File: config.mk
export PLATFORM = sky130hd
export DESIGN_NAME = decode_pipe
export DESIGN_NICKNAME = d
export VERILOG_FILES = /design/src/rtl/decode_pipe.sv
export SDC_FILE = /design/constraint.sdc
export NUM_CORES = 1
export LEC_CHECK = 0
export CORE_MARGIN = 2
export CORE_UTILIZATION = 52
export CTS_CLUSTER_DIAMETER = 60
export DETAILED_ROUTE_END_ITERATION = 12
export GPL_TIMING_DRIVEN = 0
export PLACE_DENSITY = 0.8
export SLEW_MARGIN = 25
export SYNTH_ARGS = -nofsm -noshare
export SYNTH_HDL_FRONTEND = slang
export SYNTH_SLANG_ARGS = --single-unit
File: constraint.sdc
create_clock -name clk -period 2.3 [get_ports clk]
set_clock_uncertainty 0.1 [all_clocks]
set_input_delay 0.46 -clock clk [delete_from_list [all_inputs] [get_ports clk]]
set_output_delay 0.46 -clock clk [all_outputs]
set_load 0.01 [all_outputs]
File: src/rtl/decode_pipe.sv
// decode_pipe -- instruction decode stage with a 2-entry elastic buffer.
//
// Decodes a 32-bit instruction word combinationally when it is accepted and
// stores the decoded record. The record sits either in the output entry,
// which drives the outputs, or in the skid entry. The skid entry absorbs one
// extra instruction while the consumer stalls. This keeps in_ready a flop
// and still allows one instruction per cycle.
//
// Build option: define DECODE_ROT_IMM_EN to enable the data-processing
// immediate rotator (instr[7:0] rotated right by 2*instr[11:8]). When it is
// not defined, the data-processing immediate is zero-extended instr[7:0].
//
// Ports:
//   clk, rst                 clock; asynchronous active-low reset
//   flush                    synchronous discard of buffered/incoming instrs
//   in_valid, in_ready       upstream handshake (in_ready is registered)
//   instr[31:0]              fetched instruction word
//   out_valid, out_ready     downstream handshake
//   use_mem, r_w, is_branch, illegal, cond, funct, rd, rn, rm, imm
//                            decoded fields of the output entry
module decode_pipe #(
  parameter int REG_W = 4,
  parameter int IMM_W = 32
) (
  input  logic             clk,
  input  logic             rst,
  input  logic             flush,
  input  logic             in_valid,
  output logic             in_ready,
  input  logic [31:0]      instr,
  output logic             out_valid,
  input  logic             out_ready,
  output logic             use_mem,
  output logic             r_w,
  output logic             is_branch,
  output logic             illegal,
  output logic [3:0]       cond,
  output logic [3:0]       funct,
  output logic [REG_W-1:0] rd,
  output logic [REG_W-1:0] rn,
  output logic [REG_W-1:0] rm,
  output logic [IMM_W-1:0] imm
);

  typedef struct packed {
    logic             use_mem;
    logic             r_w;
    logic             is_branch;
    logic             illegal;
    logic [3:0]       cond;
    logic [3:0]       funct;
    logic [REG_W-1:0] rd;
    logic [REG_W-1:0] rn;
    logic [REG_W-1:0] rm;
    logic [IMM_W-1:0] imm;
  } rec_t;

  rec_t             dec;
  logic [IMM_W-1:0] dp_imm;

`ifdef DECODE_ROT_IMM_EN
  logic [31:0] imm8;
  logic [5:0]  rot_amt;
  assign imm8    = {24'd0, instr[7:0]};
  assign rot_amt = {1'b0, instr[11:8], 1'b0};
  // A left shift by 32 (rot_amt == 0) gives zero, so a zero rotate still
  // returns imm8 without any special case.
  assign dp_imm  = IMM_W'((imm8 >> rot_amt) | (imm8 << (6'd32 - rot_amt)));
`else
  assign dp_imm  = IMM_W'(instr[7:0]);
`endif

  always_comb begin
    dec      = '0;
    dec.cond = instr[31:28];
    case (instr[27:26])
      2'b00: begin
        dec.funct = instr[24:21];
        dec.rn    = REG_W'(instr[19:16]);
        dec.rd    = REG_W'(instr[15:12]);
        if (instr[25]) dec.imm = dp_imm;
        else           dec.rm  = REG_W'(instr[3:0]);
      end
      2'b01: begin
        dec.use_mem = 1'b1;
        dec.r_w     = !instr[20];
        dec.funct   = instr[24:21];
        dec.rn      = REG_W'(instr[19:16]);
        dec.rd      = REG_W'(instr[15:12]);
        // For memory ops, bit 25 selects the register offset, so its meaning
        // is the inverse of the data-processing case.
        if (!instr[25]) dec.imm = IMM_W'(instr[11:0]);
        else            dec.rm  = REG_W'(instr[3:0]);
      end
      2'b10: begin
        dec.is_branch = 1'b1;
        dec.imm       = IMM_W'($signed({instr[23:0], 2'b00}));
      end
      default: dec.illegal = 1'b1;
    endcase
  end

  rec_t e0_q, e1_q, e0_n, e1_n;
  logic v0_q, v1_q, v0_n, v1_n;
  logic rdy_q;
  logic acc, xfer;

  assign acc  = in_valid && rdy_q;
  assign xfer = v0_q && out_ready;

  // The skid entry can hold a record only while the output entry is valid.
  // Flush takes priority over both accept and transfer.
  always_comb begin
    e0_n = e0_q;
    e1_n = e1_q;
    v0_n = v0_q;
    v1_n = v1_q;
    if (flush) begin
      v0_n = 1'b0;
      v1_n = 1'b0;
    end else if (!v0_q) begin
      if (acc) begin
        e0_n = dec;
        v0_n = 1'b1;
      end
    end else if (!v1_q) begin
      if (xfer && acc) begin
        e0_n = dec;
      end else if (xfer) begin
        v0_n = 1'b0;
      end else if (acc) begin
        e1_n = dec;
        v1_n = 1'b1;
      end
    end else if (xfer) begin
      e0_n = e1_q;
      v1_n = 1'b0;
    end
  end

  always_ff @(posedge clk or negedge rst) begin
    if (!rst) begin
      e0_q  <= '0;
      e1_q  <= '0;
      v0_q  <= 1'b0;
      v1_q  <= 1'b0;
      rdy_q <= 1'b1;
    end else begin
      e0_q  <= e0_n;
      e1_q  <= e1_n;
      v0_q  <= v0_n;
      v1_q  <= v1_n;
      rdy_q <= !v1_n;
    end
  end

  assign in_ready  = rdy_q;
  assign out_valid = v0_q;
  assign use_mem   = e0_q.use_mem;
  assign r_w       = e0_q.r_w;
  assign is_branch = e0_q.is_branch;
  assign illegal   = e0_q.illegal;
  assign cond      = e0_q.cond;
  assign funct     = e0_q.funct;
  assign rd        = e0_q.rd;
  assign rn        = e0_q.rn;
  assign rm        = e0_q.rm;
  assign imm       = e0_q.imm;

endmodule

### After elaboration in Yosys (flattened, before gate mapping)

Cells that the tools add are included.

* register bits: 115
* logic and storage cells: 66
* input port bits: 37
* output and inout port bits: 58

* bitwise gates (word level): 4
* muxes and demuxes: 25
* equal/unequal tests: 4
* reduce and logical (&&, ||, !) cells: 10

Operators with widths (number)
* 56-bit 2-to-1 mux: 5
* 32-bit case mux with 3 select lines: 1
* 16-bit case mux with 2 select lines: 1
* 1-bit 2-to-1 mux: 13
* 12-bit 2-to-1 mux: 1
* 4-bit 2-to-1 mux: 2
* 8-bit 2-to-1 mux: 1
* 6-bit AND reduction: 1
* 1-bit inverter: 4
* 4-bit AND reduction: 1
* 1-bit logical AND: 3
* 3-bit by 1-bit != test with 1-bit output (second input constant): 1
* 3-bit by 2-bit != test with 1-bit output (second input constant): 1
* 3-bit OR reduction: 1
* 2-bit by 1-bit == test with 1-bit output (second input constant): 1
* 2-bit == test (second input constant): 1
* 1-bit zero test: 2
* 2-bit zero test: 1
* 2-bit 2-to-1 mux: 1
* 2-bit nonzero test: 1

### Longest topological paths before layout

Gate-level depths: netlist (run 1).

* depth in word-level cells: 8
* gate-level depth with buffers: 7
* depth with buffers taken out: 3

### Worst setup path before layout (run 1)

OpenSTA, ideal clock, no wires.

* path kind: input -> register
* from: in flush
* to: reg e1_q[50] (netlist bit)
* arrival: 1864 ps
* buffers on the path: 3
* setup slack: 211 ps
* data required time: 2075 ps
* cell stages on the path: 6
* setup time: 125 ps
* cell sequence: or4b_1 -> buf_2 -> or2_1 -> buf_2 -> buf_6 -> mux2_4

* longest elaborated chain between the ends: 2

RTL lines
* from (decl): RTL line 27 `input logic flush,`
* 1-bit inverter (no line)
* 6-bit AND reduction (no line)
* to (signal assigned): RTL line 150 `e1_q <= e1_n;`
* to (decl): RTL line 103 `rec_t e0_q, e1_q, e0_n, e1_n;`

No other way between the ends.
A chain may end at the register's enable or synchronous reset.

### Worst setup path in the final report (run 1)

* from: in out_ready
* to: reg e1_q[51] (netlist bit)

* longest elaborated chain between the ends: 4
* elaborated cells on any way between the ends: 5
* classes of those cells: bitwise (2); reduce/logical (3)

RTL lines
* from (decl): RTL line 32 `input logic out_ready,`
* 1-bit logical AND (*): RTL line 109 `assign xfer = v0_q && out_ready;`
* 1-bit logical AND: RTL line 127 `if (xfer && acc) begin`
* 1-bit inverter (no line)
* 6-bit AND reduction (no line) (*)

Mark *: on every way between the ends. The rest lies on a longest branch, timed or not.

==> results of run 1 <==
[synthesized netlist by cell type]
cell type / n / share of area
dfrtp_1: 102 / 0.51
o21ai_0: 64 / 0.064
mux2_2: 47 / 0.11
o31ai_1: 33 / 0.049
clkbuf_1: 28 / 0.021
nor2b_1: 19 / 0.024
mux2i_1: 18 / 0.036
inv_1: 15 / 0.011
nand2_1: 15 / 0.011
a22o_1: 14 / 0.024
a31oi_1: 14 / 0.017
and3_1: 14 / 0.017
nand3_1: 14 / 0.014
a221oi_1: 10 / 0.017
nor2_1: 10 / 0.0075
nand2b_1: 9 / 0.011
buf_2: 8 / 0.0080
buf_4: 8 / 0.012
buf_1: 5 / 0.0037
mux2_4: 2 / 0.0060
nand3b_1: 2 / 0.0030
a211o_1: 1 / 0.0017
a21oi_1: 1 / 0.00099
a22oi_2: 1 / 0.0025
a41o_1: 1 / 0.0020
and2_1: 1 / 0.0012
buf_6: 1 / 0.0022
dfstp_2: 1 / 0.0052
nor2_4: 1 / 0.0022
nor3_2: 1 / 0.0020
nor3b_1: 1 / 0.0015
nor4_1: 1 / 0.0012
or2_1: 1 / 0.0012
or3_1: 1 / 0.0012
or4b_1: 1 / 0.0020
xnor2_1: 1 / 0.0017
xor2_1: 1 / 0.0017
[state kept, by name, indices dropped and copies added (netlist names)]
| register | flops |
|---|---|
| illegal | 1 |
| use_mem | 1 |
| out_valid | 1 |
| rn | 4 |
| v1_q | 1 |
| is_branch | 1 |
| rd | 4 |
| funct | 4 |
| imm | 26 |
| in_ready | 1 |
| r_w | 1 |
| e1_q | 50 |
| rm | 4 |
| cond | 4 |
[routing by layer]
| layer | global-route usage | vias to the layer above | part of all wire |
|---|---|---|---|
| li1 | - | 1905 | - |
| met3 | 0.0581 | 15 | 0.077 |
| met1 | 0.362 | 2102 | 0.43 |
| met4 | 0.0749 | 0 | 0.011 |
| met2 | 0.423 | 188 | 0.48 |
| met5 | 0 | - | 0 |
[worst max-delay path, stage by stage]
cell	delay, ns
clkdlybuf4s50_1	0.49
or4b_1	0.49
buf_2	0.21
or2_1	0.21
buf_2	0.15
buf_6	0.15
mux2_4	0.29
[power by group]
group	switching, mW	total [mW]	internal, mW
clock	0.624	1.21	0.591
sequential	0.155	2.25	2.09
combinational	0.484	1.07	0.584
[repair_timing]
action                                 4_1_cts  5_1_grt
pin swaps                                    2        1
setup endpoints to repair                   47       56
setup buffers                                1        1
endpoints found under the hold margin       37        0
hold buffers                                 1        0
resized for setup                            5       15
[area by class of cell]
cell class | count | area (um^2)
clock inverters | 2 | 38.8
well taps | 129 | 161
multi-input cells | 299 | 2180
repair buffers | 97 | 983
plain buffers | 49 | 240
clock buffers | 13 | 169
inverters | 15 | 56.3
fillers | 729 | 2920
flip-flops and latches | 103 | 2580
[cells in the final DEF, fill, tap and decap left out, drive strengths merged, types with 2 or more instances in the layout]
cell type	instances
and3	14
dfrtp	102
nor2	11
clkbuf	41
o21ai	64
nand3	14
a31oi	14
mux2i	18
nand2	15
nand3b	2
nand2b	9
inv	15
nor2b	19
a221oi	10
mux2	49
a22o	14
buf	25
clkdlybuf4s50	91
o31ai	33
[logic make-up (layout without fill, tap and decap cells)]
logic type      after synthesis  in the layout
compound gates              139            139
xor+xnor                      2              2
buf+inv                      65            176
flops                       103            103
mux                          67             67
simple gates                 91             91
[through the flow]
stage | area (um^2) | hold slack, ns | setup TNS (ns) | setup slack, ns | util
6_report | 6410 | 0.377 | 0 | 0.00785 | 0.687
5_1_grt | 6410 | 0.398 | -0.0139 | -0.0139 | 0.687
4_1_cts | 6390 | 0.370 | -0.176 | -0.0340 | 0.685
3_5_place_dp | 6160 | 0.288 | -34.52 | -0.514 | 0.660
3_3_place_gp | 6130 | 0.383 | -356.64 | -3.16 | 0.657
2_1_floorplan | 5030 | 0.0644 | 0 | 0.211 | -
[worst paths after layout]
| path | startpoint | to | slack, ns | cells after the start |
|---|---|---|---|---|
| hold reg to reg | use_mem | use_mem | 0.40 | 2 |
| min in group asynchronous | rst | imm[23] | 0.45 | 2 |
| setup / recovery | out_ready | e1_q[51] | 0.008 | 7 |
| setup reg to reg | out_valid | e1_q[51] | 0.08 | 7 |
| max in group asynchronous | rst | in_ready | 0.98 | 3 |
| hold / removal | instr[26] | e1_q[52] | 0.38 | 3 |
==> metrics.cfg, run 1 <==
[sta]
period_share = 0.997
setup_viol = 0
fin_crit_ns = 2.29
worst_pin_slew_ns = 0.632
rsz0062_at_grt = yes
hold_viol = 0
maxSlewHeadroom = 0.576
fmax_mhz = 436
drv_slew = 0

[grt]
grt_use_total = 0.263
antenna_found_initial = 0
grt_max_degree = 67
grt_pass1_wl_um = 21300
grt_pass1_vias = 4323
gr-total-overflow = 0

[worst_setup_path]
cp-start-kind = input port
criticalPathCategory = input port to flip-flop
required_ns = 2.46
cp-end-kind = flip-flop
worstPathMaxFanout = 10
crit_arrival_ns = 2.45

[floorplan]
die_x_um = 102
core_area_mm2 = 0.00933
io_pins = 95
die_h_um = 102
dieArea_mm2 = 0.0105
initial_utilization = 0.540
core.rowCount = 35

[finish]
nNetsFinal = 611
areaGrowthSynthToFinish_pct = 27.4
antennaDiodeCount = 0
drive_above_1_share = 0.168
stdcell_count = 707

[drt]
vias = 4210
drt_iter0_drc = 288
drt-total-wl_um = 13000
drt_first_pass_iters = 4
routedWlPerCell_um = 18.4
drc = 0
ant_nets = 0
via_per_inst = 5.95

[place]
place_congestion = 0.814
hpwlAfterDp_um = 9150
io_buffers = 93
dpl.cell_count = 690

[logic_synthesis]
yosysWarningCount = 0
ys_ff_latch = 103
synth.avg_cell_area_um2 = 10.8
synthAdderAreaFrac = 0
synth-xor-area-share = 0.00348
synth_top_family_by_area = compound AO/OA/AOI/OAI gates
synth-compound-area-share = 0.179
synthCells = 467
ys_seq_area_frac = 0.512
synthMuxAreaShare = 0.147
syn-cell-area_mm2 = 0.00503
ys_types = 37
yosys.area_share.simple = 0.100
synth_nets = 504

[clock_network]
cts_htree_levels = 3
clkTransAtPathRegs_ns = 0.09
cts.path.max_buffers = 2
clock-sinks = 103
cts_buffers = 9
clock_latency_ns = 0.36
cts_tree = built
root_buffer = clkbuf_8

[pwr]
power.total_mw = 4.53
vdd_drop_max_uv = 389
leakagePower_nw = 2.82
power_density_mw_per_mm2 = 706

[min_path]
hp-class = input port to flip-flop

[run_status]
run_status = finished clean

[run]
cap_violations = 0

(Power assumes the default switching activity.)
==> inputs of run 2 (changes only) <==
- CORE_ASPECT_RATIO: default -> 1.2
- SETUP_SLACK_MARGIN: default -> 0.05
==> run 2 against run 1 <==
Total power rose by 8.2%. Clock-buffer cell count fell by 2. Flip-flop and latch count did not move. Final area rose by 1.8%. Non-clock buffer count rose by 2. Combinational power barely moved. First-iteration DRC count rose by 18%. Sequential share of layout area fell by 0.71 points.
==> metrics.cfg, run 2 (synthesis gave the netlist of run 1 again) <==
[worst_setup_path]
worstPathMaxFanout = 10  ; unchanged
criticalPathCategory = flip-flop to flip-flop
r2r_setup_slack_ns = 0.09  ; about the same
cp-end-kind = flip-flop
cp-start-kind = flip-flop
crit_arrival_ns = 2.34  ; -0.11 ns
required_ns = 2.43  ; -0.03 ns

[finish]
drive_above_1_share = 0.177  ; +0.00946
areaGrowthSynthToFinish_pct = 29.7
stdcell_area_mm2 = 0.00653  ; +1.8%
fillers = 741  ; +1.6%
antennaDiodeCount = 0  ; unchanged
fin_util = 0.690  ; +0.00234
largest_reg_flops = 50  ; unchanged
nNetsFinal = 613  ; +0.33%
largest_register = e1_q
final_common_cell = dfrtp_1
stdcell_count = 704  ; -0.42%
mostFrequentLayoutCells = dfrtp_1, clkdlybuf4s50_1, o21ai_0, mux2_2, o31ai_1

[floorplan]
initial_utilization = 0.532  ; -0.00792
core.rowCount = 39  ; +11%
die_x_um = 93.8  ; -8.4%
core_area_mm2 = 0.00947  ; +1.5%
io_pins = 95  ; unchanged
dieArea_mm2 = 0.0105  ; about the same
die_h_um = 112  ; +9.2%

[drt]
via_per_inst = 6.04  ; +1.4%
routedWlPerCell_um = 18.9  ; +2.5%
drt_first_pass_iters = 5  ; +1
ant_nets = 0  ; unchanged
drt-total-wl_um = 13300  ; +2.1%
drt_iter0_drc = 339  ; +18%
drc = 0  ; unchanged
vias = 4249  ; +0.93%

[sta]
fmax_mhz = 452  ; +3.7%
finalWorstSetupSlack_ns = 0.0891  ; +0.0813 ns
worst_pin_slew_ns = 0.725  ; +0.0925 ns
whs_ns = 0.406  ; +0.0291 ns
fin_setup_tns_ns = 0  ; unchanged
rsz0062_at_grt = yes
period_share = 0.961  ; -0.0353
hold_viol = 0  ; unchanged
drv_slew = 0  ; unchanged
setup_viol = 0  ; unchanged
fin_crit_ns = 2.21  ; -0.0813 ns
maxSlewHeadroom = 0.513  ; -0.0621

[place]
post-place-ws_ns = -0.503  ; +0.0119 ns
hpwlAfterDp_um = 9270  ; +1.3%
place_congestion = 0.885  ; +8.6%
post_dp_cell_area_mm2 = 0.00615  ; -0.12%
dpl.cell_count = 684  ; -0.87%
io_buffers = 93  ; unchanged

[clock_network]
cts_htree_levels = 3  ; unchanged
clkTransAtPathRegs_ns = 0.07  ; -0.02 ns
cts_buffers = 9  ; unchanged
clock-sinks = 103  ; unchanged
clock_latency_ns = 0.34  ; -0.02 ns
cts.path.max_buffers = 2  ; unchanged
cts_tree = built
root_buffer = clkbuf_16

[grt]
gr-total-overflow = 0  ; unchanged
antenna_found_initial = 0  ; unchanged
grt_use_total = 0.265  ; +0.00201
grt_pass1_wl_um = 22000  ; +3.6%
grt_max_degree = 53  ; -21%
grt_pass1_vias = 4430  ; +2.5%

[pwr]
switchingPower_mw = 1.31  ; +4.0%
power_density_mw_per_mm2 = 750  ; +6.2%
p_clk_frac = 0.319  ; +0.051
pwr-share-comb = 0.221  ; -0.015
power.total_mw = 4.90  ; +8.2%
leakagePower_nw = 2.88  ; +2.3%
vdd_drop_max_uv = 451  ; +16%
seqPwrFrac = 0.460  ; -0.036
swShare = 0.268  ; -0.0108
internal-power_mw = 3.59  ; +9.8%

[run_status]
run_status = finished clean

[run]
cap_violations = 0  ; unchanged

[min_path]
hp-class = flip-flop to flip-flop

[run 2: changes by cell type in the layout (fill, tap and decap cells not counted), moves of 2 or more]
cell       previous run  this run
buf_4                10        14
clkbuf_8             12         2
clkbuf_16             0         9
buf_2                11         9
clkbuf_4              0         3
clkbuf_1             25        22
clkinv_2              0         2
[run 2: critical path: stages (launching register included)]
cell	delay, ns
dfrtp_1	0.37
buf_4	0.16
or4b_1	0.46
buf_4	0.20
or2_1	0.21
buf_2	0.16
buf_6	0.15
mux2_4	0.30
[run 2: layout make-up]
| type | instances | area [um^2] | area share |
|---|---|---|---|
| plain buffers | 48 | 248 | 0.0379 |
| clock buffers | 11 | 253 | 0.0387 |
| clock inverters | 5 | 56.3 | 0.00862 |
| inverters | 15 | 56.3 | 0.00862 |
| multi-input cells | 299 | 2180 | 0.334 |
| flip-flops and latches | 103 | 2580 | 0.395 |
| well taps | 123 | 154 | 0.0236 |
| repair buffers | 100 | 1000 | 0.154 |
[run 2: metal layers]
| layer | track usage | share of wire | up-vias |
|---|---|---|---|
| met2 | 0.452 | 0.52 | 185 |
| li1 | - | - | 1917 |
| met4 | 0.0928 | 0.017 | 0 |
| met5 | 0 | 0 | - |
| met1 | 0.350 | 0.40 | 2127 |
| met3 | 0.0271 | 0.057 | 20 |
[run 2: final timing paths]
path | startpoint | endpoint | cells past startpoint
worst max-delay path | out_valid | e1_q[50] | 7
worst min-delay path | imm[6] | imm[6] | 2
worst max register to register | out_valid | e1_q[50] | 7
worst min register to register | imm[6] | imm[6] | 2
max in group asynchronous | rst | e1_q[11] | 3
min in group asynchronous | rst | e1_q[47] | 2
[run 2: power groups by stage]
stage	sequential, mW	clock (mW)	combinational [mW]
final	2.25	1.56	1.08
after global routing	2.29	1.65	1.17
after CTS	2.25	1.57	1.08
after detailed placement	2.28	0	1.06
after global placement	2.26	0	1.02
after floorplan	2.31	0	0.464
[run 2: timing repair]
action,CTS,global route
hold buffers,1,0
endpoints found under the setup margin,75,46
buffers inserted,3,2
gates resized for setup,16,9
pin swaps,2,0
hold endpoints to repair,42,0
